[src/rtl/rr_out_arbiter.sv]
// Round-robin wormhole arbiter for one router output: locks to an input from grant to tail, registered one-hot select.
// Grant is combinational from the lock, req and credits; a zero credit count or a dropped locked req stalls the input.
module rr_out_arbiter #(
  parameter int CREDITS = 4,
  parameter int CNT_W   = 3
) (
  input  logic             clk,
  input  logic             rst,
  input  logic [4:0]       req_in,
  input  logic [4:0]       tail_in,
  input  logic             credit_in,
  output logic [4:0]       sel_out,
  output logic [4:0]       grant_out,
  output logic             valid_out,
  output logic [CNT_W-1:0] credit_cnt
);

  typedef enum logic {IDLE, BUSY} state_t;

  state_t     state;
  logic [2:0] ptr;
  logic       lock_req;
  logic       have_credit;
  logic       tail_xfer;

  // First requester at or after the pointer, wrapping modulo 5.
  function automatic logic [4:0] rr_pick(input logic [4:0] req, input logic [2:0] start);
    logic [4:0] oh;
    logic [2:0] idx;
    oh = '0;
    for (int off = 4; off >= 0; off--) begin
      idx = 3'((int'(start) + off) % 5);
      if (req[idx]) oh = 5'b00001 << idx;
    end
    return oh;
  endfunction

  function automatic logic [2:0] next_of(input logic [4:0] oh);
    logic [2:0] n;
    n = '0;
    for (int i = 0; i < 5; i++) begin
      if (oh[i]) n = (i == 4) ? 3'd0 : 3'(i + 1);
    end
    return n;
  endfunction

  assign lock_req    = |(req_in & sel_out);
  assign have_credit = (credit_cnt != '0);
  assign grant_out   = (state == BUSY && lock_req && have_credit) ? sel_out : '0;
  assign valid_out   = |grant_out;
  assign tail_xfer   = |(grant_out & tail_in);

  always_ff @(posedge clk) begin
    if (!rst) begin
      state      <= IDLE;
      sel_out    <= '0;
      ptr        <= '0;
      credit_cnt <= CNT_W'(CREDITS);
    end else begin
      if (state == IDLE) begin
        if (|req_in) begin
          sel_out <= rr_pick(req_in, ptr);
          state   <= BUSY;
        end
      end else if (tail_xfer) begin
        state   <= IDLE;
        sel_out <= '0;
        ptr     <= next_of(sel_out);
      end

      // Transfer and returned credit in the same cycle cancel out.
      if (valid_out && !credit_in)
        credit_cnt <= credit_cnt - CNT_W'(1);
      else if (credit_in && !valid_out && credit_cnt != CNT_W'(CREDITS))
        credit_cnt <= credit_cnt + CNT_W'(1);
    end
  end

endmodule

[config.mk]
export PLATFORM = sky130hd
export DESIGN_NAME = rr_out_arbiter
export DESIGN_NICKNAME = d
export VERILOG_FILES = /design/src/rtl/rr_out_arbiter.sv
export SDC_FILE = /design/constraint.sdc
export NUM_CORES = 1
export LEC_CHECK = 0
export CAP_MARGIN = 20
export CORE_ASPECT_RATIO = 1.25
export CORE_MARGIN = 2
export CORE_UTILIZATION = 40
export DETAILED_ROUTE_END_ITERATION = 6
export PLACE_DENSITY_LB_ADDON = 0.05
export RECOVER_POWER = 100
export SETUP_SLACK_MARGIN = 0.02
export SYNTH_ARGS = -nofsm -noshare
export SYNTH_HDL_FRONTEND = slang
export SYNTH_SLANG_ARGS = --single-unit
[constraint.sdc]
create_clock -name clk -period 6.4 [get_ports clk]
set_clock_uncertainty 0.2 [all_clocks]
set_input_delay 0.64 -clock clk [delete_from_list [all_inputs] [get_ports clk]]
set_output_delay 0.64 -clock clk [all_outputs]
set_load 0.02 [all_outputs]
==> impl_results.md <==
- M3 GR Usage: 1.346%
- Slowest cell on the critical path: ha_1
- Area grow syn2layout: 12.66%
- Drt first pass iters: 4
- Setup TNS: 0 ns
- Gate Count Post-Synth: 354
- Synth cell types: 82
- RSZ-0062 raised after global routing: no
- Slew margin rel.: about 43%
- # Max-Cap Violations: 0
- Final period util: slightly below 90%
- Largest net degree at the start of global routing: between 50 and 60
- Post-synth top area share: approximately an eighth
- Worst-margin pin slew: 0.8335 ns
- Vias per cell: about 6.3
- Synth Area in Simple Gates: roughly 28%
- Synth Cell Area: between 2000 and 3000 um^2
- Vias in the first global route: around 2700
- CTS root buf: clkbuf_8
- Reg clk slew, reported paths: 0.05 ns
- Post-CTS sizing: 0
- Mapped Avg Cell Area: 7.341 um^2
- Hold slack: between 0.3 and 0.4 ns
- Chip Width: 76.10 um
- Gr usage total: about 22%
- Antenna diode count: 0
- FF-to-FF End: sel_out[1]
- TritonCTS clock tree: built
- Data arrival, critical path: 5.48 ns
- Final setup viols: 0
- Synth Register Bits: 12
- Via count: approximately 2800
- Initial antenna violation count: 0
- Clock tree sinks: 12
- Met1 Use GR: around 25%
- GR Layer Usage met2: 43.23%
- Worst setup EP type: register
- First-pass GRT wire length: 13020 um
- Yosys warning total: 0
- Net Count, Synth: 394
- GP Congestion: 0.9891
- CP startpoint kind: register
- Rows: 32
- Critical path type: register to register
- Area contributors post-synth: ha_1, dfxtp_1, a21oi_1, nand2_1, nor2_1
- Routed Antenna Nets: 0
- Height of the chip: between 90 and 100 um
- Starting DRT DRC Count: 211
- Worst Path Required: approximately 6.3 ns
- CP peak stage delay: slightly below 0.7 ns
- Drc violations: 0
- EDFF count, synth: 0
- DIE AREA: about 7200 um^2
- Final Hold Fails: 0
- CTS Hold Buffers Added: 0
- Crit path buf inv count: 3
- Crit-path cells: inv_1 > ha_1 > inv_1 > ha_1 > or2_0 > o211ai_1 > and2_0 > inv_1 > ha_1 > nand2b_1 > o2111ai_1 > nand3_2 > mux2_4 > a211oi_1 > o311ai_0 > a221o_1
- Tot Pwr: ~0.23 mW
- Min Tclk post-route: approximately 5.6 ns
- Slew Limit Fails: 0
- Outcome: finished, final reports clean
- Share of cells above drive strength 1: 6.044%
- Remaining global-route overflow: 0
- Drt wl/cell: approximately 18 um
- Final HPWL DP: around 6200 um
- Async SR Flop Fraction: 0%
- Final Net Count: just over 400
- HP Class: register to register
- XOR/XNOR Fraction of Synth Area: approximately 2%
- Synth Area in Compound Gates: between 30% and 40%
- IO buf count: 26
- Clk buf depth: 2
- R2R Setup Slk: 0.84 ns
- Initial Utilization: 41.61%
- Peak supply drop: between 0.0001 and 0.00015 V
- Max Freq: around 180 MHz
- WL final: 8125 um
- Ports: 27
- Synth area leader: ha_1
- Pwr Density: between 70 and 80 nW/um^2
- Sequential fraction of the synthesis area: roughly 9.2%
- HP Start: state
- Mux contribution to synthesized area: under 10%
- WHS Endpoint: state
- Core area: between 6000 and 7000 um^2
- Post-CTS Setup Repair Bufs: 0
- P_leak: approximately 1.2 nW
- Synth Area in Adders: between 10% and 20%
- H-tree depth: 1
- GRT busiest layer: met2
- Worst r2r src: ptr[1]
- Clk_lat worst skew: 0.23 ns
- CTS buffer count: 3
- CP top delay family: compound AO/OA/AOI/OAI gates
- Reg2reg path depth: 16
- Hold path cells: 2
- Worst-path fanout max: 16
- Ys flop type: dfxtp_1
- Main combinational cell family by area after synthesis: compound AO/OA/AOI/OAI gates
==> Yosys cell counts, drive strengths merged (3+ instances only) <==
cell type,number
nand2,26
ha,25
inv,24
nor2,24
a21oi,21
nand3,16
clkbuf,15
o21ai,14
and2,13
dfxtp,12
nor3,10
a31oi,9
nand2b,9
a21boi,7
a22oi,6
buf,6
nor4,6
o211ai,6
a211o,5
nand4,5
or4,5
a311oi,4
nor2b,4
o311ai,4
o31ai,4
a211oi,3
a21o,3
a32oi,3
mux2,3
mux2i,3
nor3b,3
o211a,3
o21a,3
o21bai,3
xnor2,3
==> registers in the layout, indices dropped and copies added (netlist names) <==
name and cells:
ptr 3, credit_cnt 3, sel_out 5, state 1
==> stage by stage <==
stage / worst slack (ns) / cells / util [%] / area [um^2]
5_1_grt: 0.3181 / 449 / 46.88 / 2928
3_3_place_gp: 1.345 / 446 / 46.35 / 2895
6_report: 0.8374 / 449 / 46.88 / 2928
3_5_place_dp: 1.140 / 446 / 46.35 / 2895
2_1_floorplan: 1.249 / 354 / - / 2599
4_1_cts: 1.093 / 449 / 47.02 / 2937
==> per-layer routing <==
layer,wire [um],up-vias
li1,-,1379
met2,4200,83
met3,296,16
met5,0,-
met1,3437,1338
met4,191,0
==> worst register-to-register path, cell delays in order, from the launching register on <==
cell,delay [ns]
dfxtp_1,0.66
inv_1,0.32
ha_1,0.68
inv_1,0.24
ha_1,0.27
or2_0,0.24
o211ai_1,0.30
and2_0,0.27
inv_1,0.08
ha_1,0.17
nand2b_1,0.16
o2111ai_1,0.19
nand3_2,0.18
mux2_4,0.37
a211oi_1,0.52
o311ai_0,0.25
a221o_1,0.34
==> logic make-up (layout without fill, tap and decap cells) <==
group	count (synthesis)	after routing
buffers and inverters	45	55
DFF	12	12
AOI/OAI and AO/OA	123	123
xor gates and xnor gates	5	5
muxes	8	8
and+or+nand+nor	134	134
adders and majority gates	27	27
==> cell usage in the layout (no fill, tap or decap), types with 4 or more instances in the layout <==
cell type        count
a211o_1              5
a21boi_0             5
a21oi_1             20
a22oi_1              6
a311oi_1             4
a31oi_1              9
and2_1              11
clkdlybuf4s50_1     11
dfxtp_1             11
dlygate4sd3_1       15
ha_1                25
inv_1               22
nand2_1             26
nand2b_1             9
nand3_1             15
nand4_1              5
nor2_1              24
nor2b_1              4
nor3_1              10
nor4_1               6
o211ai_1             6
o21ai_0             13
o31ai_1              4
or4_1                5
==> cell type report <==
type                            count  area [um^2]
Fill cell                         674         3318
Multi-Input combinational cell    297         2177
Timing Repair Buffer               28        271.5
Sequential cell                    12        241.5
Tap cell                           85        106.4
Inverter                           24        90.09
Clock buffer                        3        41.29
==> power by group <==
part	internal (mW)	total (mW)	switching, mW
combinational	0.0335	0.0800	0.0465
sequential	0.0782	0.0838	0.00557
clock	0.0414	0.0674	0.0260
total	0.153	0.231	0.0781
==> how the worst max path moves through the flow <==
| stage | cells past startpoint | slack (ns) | endpoint | from |
|---|---|---|---|---|
| finish | 16 | 0.84 | sel_out[1] | ptr[1] |
| global route | 16 | 0.32 | sel_out[1] | ptr[1] |
| CTS | 16 | 1.09 | sel_out[2] | ptr[1] |
| detailed placement | 16 | 1.14 | sel_out[2] | ptr[1] |
| global placement | 16 | 1.34 | sel_out[2] | ptr[1] |
| floorplan | 21 | 1.25 | sel_out[2] | ptr[0] |
(Power assumes the default switching activity.)
